<file path="src/rtl/alu_cmd_sequencer.sv">
// ALU command sequencer: decodes UART command frames, loads operands into the
// register file, runs one ALU operation and streams the two-byte result
// (LSB first) into the TX FIFO.
module alu_cmd_sequencer #(
    parameter int DATA_WIDTH     = 8,
    parameter int ALU_FUNC_WIDTH = 4,
    parameter int ADDR_WIDTH     = 4,
    parameter int OPA_ADDR       = 0,
    parameter int OPB_ADDR       = 1,
    parameter int TIMEOUT        = 16
) (
    input  logic                      CLK,
    input  logic                      RST,
    input  logic                      rx_valid,
    input  logic [DATA_WIDTH-1:0]     rx_data,
    output logic                      busy,
    output logic                      rf_wr_en,
    output logic [ADDR_WIDTH-1:0]     rf_addr,
    output logic [DATA_WIDTH-1:0]     rf_wr_data,
    output logic [ALU_FUNC_WIDTH-1:0] alu_func,
    output logic                      alu_en,
    output logic                      alu_clk_en,
    input  logic [2*DATA_WIDTH-1:0]   alu_out,
    input  logic                      alu_valid,
    input  logic                      fifo_full,
    output logic                      fifo_wr,
    output logic [DATA_WIDTH-1:0]     fifo_wdata,
    output logic                      done,
    output logic                      err
);

    localparam int CNT_W = (TIMEOUT > 2) ? $clog2(TIMEOUT) : 1;
    localparam logic [DATA_WIDTH-1:0] CMD_FULL = DATA_WIDTH'(8'hCC);
    localparam logic [DATA_WIDTH-1:0] CMD_FUNC = DATA_WIDTH'(8'hDD);

    typedef enum logic [2:0] {
        IDLE,
        GET_OPA,
        GET_OPB,
        GET_FUNC,
        ALU_START,
        WAIT_ALU,
        SEND_LSB,
        SEND_MSB
    } state_t;

    state_t                    state_reg;
    logic [ALU_FUNC_WIDTH-1:0] func_reg;
    logic [2*DATA_WIDTH-1:0]   result_reg;
    logic [CNT_W-1:0]          cnt_reg;
    logic                      busy_reg;
    logic                      alu_en_reg;
    logic                      alu_clk_en_reg;
    logic                      done_reg;
    logic                      err_reg;

    // Latched result split into its two transmit bytes (index 0 = LSB).
    logic [DATA_WIDTH-1:0] result_byte [2];

    genvar gi;
    generate
        for (gi = 0; gi < 2; gi++) begin : g_result_byte
            assign result_byte[gi] = result_reg[gi*DATA_WIDTH +: DATA_WIDTH];
        end
    endgenerate

    // Main FSM with registered control outputs; counter tracks cycles spent in WAIT_ALU.
    always_ff @(posedge CLK or negedge RST) begin
        if (!RST) begin
            state_reg      <= IDLE;
            func_reg       <= '0;
            result_reg     <= '0;
            cnt_reg        <= '0;
            busy_reg       <= 1'b0;
            alu_en_reg     <= 1'b0;
            alu_clk_en_reg <= 1'b0;
            done_reg       <= 1'b0;
            err_reg        <= 1'b0;
        end else begin
            done_reg   <= 1'b0;
            err_reg    <= 1'b0;
            alu_en_reg <= 1'b0;
            case (state_reg)
                IDLE: begin
                    if (rx_valid && rx_data == CMD_FULL) begin
                        state_reg <= GET_OPA;
                        busy_reg  <= 1'b1;
                    end else if (rx_valid && rx_data == CMD_FUNC) begin
                        state_reg <= GET_FUNC;
                        busy_reg  <= 1'b1;
                    end
                end
                GET_OPA: begin
                    if (rx_valid) begin
                        state_reg <= GET_OPB;
                    end
                end
                GET_OPB: begin
                    if (rx_valid) begin
                        state_reg <= GET_FUNC;
                    end
                end
                GET_FUNC: begin
                    if (rx_valid) begin
                        func_reg       <= rx_data[ALU_FUNC_WIDTH-1:0];
                        state_reg      <= ALU_START;
                        alu_en_reg     <= 1'b1;
                        alu_clk_en_reg <= 1'b1;
                    end
                end
                ALU_START: begin
                    cnt_reg   <= '0;
                    state_reg <= WAIT_ALU;
                end
                WAIT_ALU: begin
                    // A valid result wins over a timeout expiring in the same cycle.
                    if (alu_valid) begin
                        result_reg     <= alu_out;
                        state_reg      <= SEND_LSB;
                        alu_clk_en_reg <= 1'b0;
                    end else if (cnt_reg == CNT_W'(TIMEOUT - 2)) begin
                        // Counter would step to TIMEOUT-1 here: give up, err lands TIMEOUT cycles after alu_en.
                        err_reg        <= 1'b1;
                        state_reg      <= IDLE;
                        busy_reg       <= 1'b0;
                        alu_clk_en_reg <= 1'b0;
                    end else begin
                        cnt_reg <= cnt_reg + CNT_W'(1);
                    end
                end
                SEND_LSB: begin
                    if (!fifo_full) begin
                        state_reg <= SEND_MSB;
                    end
                end
                SEND_MSB: begin
                    if (!fifo_full) begin
                        done_reg  <= 1'b1;
                        state_reg <= IDLE;
                        busy_reg  <= 1'b0;
                    end
                end
                default: begin
                    state_reg      <= IDLE;
                    busy_reg       <= 1'b0;
                    alu_clk_en_reg <= 1'b0;
                end
            endcase
        end
    end

    // Same-cycle regfile write while an operand byte is being received; zero otherwise.
    always_comb begin
        rf_wr_en   = 1'b0;
        rf_addr    = '0;
        rf_wr_data = '0;
        if (rx_valid && (state_reg == GET_OPA || state_reg == GET_OPB)) begin
            rf_wr_en   = 1'b1;
            rf_addr    = (state_reg == GET_OPB) ? ADDR_WIDTH'(OPB_ADDR) : ADDR_WIDTH'(OPA_ADDR);
            rf_wr_data = rx_data;
        end
    end

    // FIFO write only when space is available; data held steady through a stall.
    always_comb begin
        fifo_wr    = 1'b0;
        fifo_wdata = '0;
        if (state_reg == SEND_LSB) begin
            fifo_wdata = result_byte[0];
            fifo_wr    = !fifo_full;
        end else if (state_reg == SEND_MSB) begin
            fifo_wdata = result_byte[1];
            fifo_wr    = !fifo_full;
        end
    end

    assign busy       = busy_reg;
    assign alu_func   = func_reg;
    assign alu_en     = alu_en_reg;
    assign alu_clk_en = alu_clk_en_reg;
    assign done       = done_reg;
    assign err        = err_reg;

endmodule

</file>
<file path="config.mk">
export PLATFORM = sky130hd
export DESIGN_NAME = alu_cmd_sequencer
export DESIGN_NICKNAME = d
export VERILOG_FILES = /design/src/rtl/alu_cmd_sequencer.sv
export SDC_FILE = /design/constraint.sdc
export NUM_CORES = 1
export LEC_CHECK = 0
export BUFFER_PORTS_ARGS = -buffer_cell sky130_fd_sc_hd__buf_4
export CAP_MARGIN = 15
export CORE_ASPECT_RATIO = 1.2
export CORE_UTILIZATION = 48
export CTS_CLUSTER_DIAMETER = 40
export CTS_CLUSTER_SIZE = 20
export DETAILED_ROUTE_END_ITERATION = 7
export PLACE_DENSITY_LB_ADDON = 0.2
export RECOVER_POWER = 100
export SLEW_MARGIN = 20
export SYNTH_ARGS = -nofsm -noshare
export SYNTH_HDL_FRONTEND = slang
export SYNTH_SLANG_ARGS = --single-unit
</file>
<file path="constraint.sdc">
create_clock -name CLK -period 2.3 [get_ports CLK]
set_input_delay 0.23 -clock CLK [delete_from_list [all_inputs] [get_ports CLK]]
set_output_delay 0.23 -clock CLK [all_outputs]
set_load 0.02 [all_outputs]
</file>
==> key figures <==
Outcome
  – Status: finished, final reports clean

Timing
  – Worst Hold Slack: 0.161 ns
  – FMAX: 495 MHz
  – Setup tns final: 0 ns
  – Fin crit share: 0.878
  – Max Clock Skew: 0.00585 ns
  – Slew HR: 0.493
  – RSZ-0062 raised after global routing: false
  – Slew Viols, Final: 0
  – Least-Margin Pin Slew: 0.760 ns
  – Final setup vio count: 0
  – Endpoints failing hold: 0
  – Minimum clock period after layout: 2.02 ns

Cells and area
  – Area taken by multi-input logic gates: 858 sq um
  – Layout cells sized above 1: 0.289
  – Fill count: 341
  – Fin nets: 242
  – Max reg flops: 16
  – Fin util: 0.605
  – Non-Filler Cell Area, Final: 0.00220 sq mm
  – Layout area overhead: 21.2%
  – N_diodes: 0
  – Register area: 801 sq um

Worst setup path
  – Crit Path Class: flop to output port
  – R2r endpoint: result_reg[12]
  – CP Max Fanout: 18
  – Worst reg2reg startpoint: state_reg[0]
  – Crit path capture: fifo_wr
  – R2R Setup Slk: 0.37 ns
  – Startpoint types: flop
  – Setup crit start: state_reg[2]
  – Crit path required time: 2.07 ns
  – Crit end category: output port
  – Worst r2r path cells: 3
  – Worst endpoint data arrival time: 1.79 ns

Die
  – Core region area: 0.00363 sq mm
  – # IOs: 60
  – Starting Density: 0.499
  – Row count: 24
  – Chip Height: 69.3 um
  – Die area: 0.00403 sq mm
  – Die width: 58.1 um

Logic synthesis
  – Mux contribution to synthesized area: 0.192
  – Largest family of logic cells by synthesized area: multiplexers
  – Main area contributors after synthesis: dfrtp_1 44%, mux2_4 7.4%, mux2_2 6.8%, mux2i_1 5.0%, and2_1 3.4%
  – Synthesized instance count: 156
  – Synth top cells by count: 32 x dfrtp_1, 11 x mux2_2, 10 x and2_1
  – Synth Area in Adders: 0.0138
  – Fraction of registers with async set/reset: 1.00
  – Dominant synthesized flop cell: dfrtp_1
  – Syn avg cell area: 11.6 sq um
  – Most frequent cell after synthesis: dfrtp_1
  – Unique cell type count in the Yosys netlist: 47
  – Post-Synth Simple-Gate Area: 0.177
  – Post-synth EDFFs: 0
  – Largest area contributor in the synthesized netlist: dfrtp_1
  – Yosys warnings: 0
  – Synth Area in Compound Gates: 0.103
  – XOR/XNOR share of the synthesized area: 0.00966
  – Sequential fraction of the synthesis area: 0.441
  – Post-synth top area share: 0.441
  – Syn Std Cell Area: 0.00181 sq mm
  – Post-synthesis register bit count: 32

Detailed routing
  – DRT Pass-1 Iters: 4
  – ANT nets after route: 0
  – DRC viols: 0
  – Wire length per cell: 14.7 um
  – Final wirelength: 3860 um
  – Vias/cell: 5.28
  – 1st-iter DRT viols: 123
  – Via count: 1388

Min path
  – Hold Path Class: input port to flop
  – Hold depth: 2

Global route
  – Initial antenna violation count: 0
  – Total Routing Usage GR: 0.215
  – Vias in the first global route: 1405
  – Total gr overflow: 0
  – First-pass GRT wire length: 6480 um
  – Largest net degree at the start of global routing: 33

Clocking
  – Skew-Pair Late Insertion Delay: 0.28 ns
  – CTS clk-pin slew, worst paths: 0.07 ns
  – Setup bufs post-CTS: 0
  – Longest Clk Path Bufs: 2
  – H-Tree Depth: 2
  – Cts hold-fix bufs: 1
  – Clock sinks: 32
  – CTS tree: yes
  – Post-CTS Resized: 0
  – Root Driver: clkbuf_8
  – Num CTS Buffers: 5

Placed design
  – Routability cong.: 0.871
  – IO Port Bufs: 56
  – Detail Placement HPWL: 2870 um
  – Placed inst area: 0.00223 sq mm

Power and ir drop
  – Static Leak: 1.02 nW
  – Peak supply drop: 0.596 mV
  – PwrDens: 1290 mW/mm^2

Job
  – Max cap viols: 0
layout by cell type (no fill, tap or decap), types with 2 or more instances in the layout:
| cell type | Yosys | routed |
|---|---|---|
| conb_1 | 1 | 3 |
| a211o_1 | 3 | 3 |
| and3_1 | 2 | 2 |
| nor3_1 | 3 | 3 |
| mux2_1 | 0 | 9 |
| clkbuf_1 | 0 | 21 |
| or3_1 | 2 | 2 |
| dfrtp_1 | 32 | 32 |
| nand3b_1 | 2 | 2 |
| mux2i_1 | 9 | 9 |
| nand2_1 | 5 | 6 |
| a311oi_1 | 2 | 2 |
| a21oi_1 | 3 | 3 |
| ha_1 | 2 | 2 |
| xnor2_1 | 2 | 2 |
| a31oi_1 | 2 | 2 |
| nand3_1 | 4 | 4 |
| clkbuf_8 | 0 | 7 |
| mux2_2 | 11 | 11 |
| nor4b_1 | 3 | 3 |
| and2_0 | 0 | 7 |
| o211ai_1 | 2 | 2 |
| inv_1 | 4 | 4 |
| nor2_1 | 9 | 9 |
| buf_4 | 7 | 36 |
| and2_1 | 10 | 3 |
critical path, cell delays in order, from the launching register on:
cell and delay, ns:
dfrtp_1 0.68, nand2_1 0.36, nor2_1 0.20, clkbuf_1 0.26
layout make-up:
cell class / instances / share of cell area
Clock buffer: 7 / 0.0438
Inverter: 4 / 0.00683
Multi-Input combinational cell: 109 / 0.390
Sequential cell: 32 / 0.364
Tap cell: 52 / 0.0296
Timing Repair Buffer: 59 / 0.166
per-stage QoR:
| step | total power, W | cells | setup WS (ns) |
|---|---|---|---|
| floorplan | 0.00218 | 158 | 0.634 |
| global placement | 0.00252 | 255 | 0.655 |
| detailed placement | 0.00259 | 255 | 0.586 |
| CTS | 0.00307 | 263 | 0.319 |
| global route | 0.00303 | 263 | 0.0812 |
| finish | 0.00283 | 263 | 0.282 |
worst min-delay path by stage:
stage | startpoint | to | slack [ns]
6_report | alu_out[13] | result_reg[13] | 0.16
5_1_grt | alu_out[13] | result_reg[13] | 0.15
4_1_cts | alu_out[11] | result_reg[11] | 0.17
3_5_place_dp | RST | alu_clk_en | 0.19
3_3_place_gp | RST | alu_en | 0.19
2_1_floorplan | RST | alu_clk_en | -0.07
cells by family (layout without fill, tap and decap cells):
kind of cell | Yosys count | in the layout
and+or+nand+nor | 50 | 50
DFF | 32 | 32
muxes | 29 | 29
AOI/OAI and AO/OA | 23 | 23
buffers and inverters | 17 | 70
adders and majority gates | 2 | 2
xor gates and xnor gates | 2 | 2
other | 1 | 3
power by group:
| group | total (W) | leakage (nW) | switching (W) | internal [W] |
|---|---|---|---|---|
| sequential | 0.00107 | 0.387 | 0.000248 | 0.000820 |
| combinational | 0.00130 | 0.581 | 0.000707 | 0.000592 |
| clock | 0.000462 | 0.0503 | 0.000196 | 0.000266 |
layer usage:
layer	global-route usage	vias up	part of all wire
li1	-	664	-
met2	0.350	39	0.53
met5	0	-	0
met1	0.260	678	0.41
met4	0.0688	0	0.016
met3	0.0784	7	0.048
Note: power is estimated with default switching activity, not from simulation.
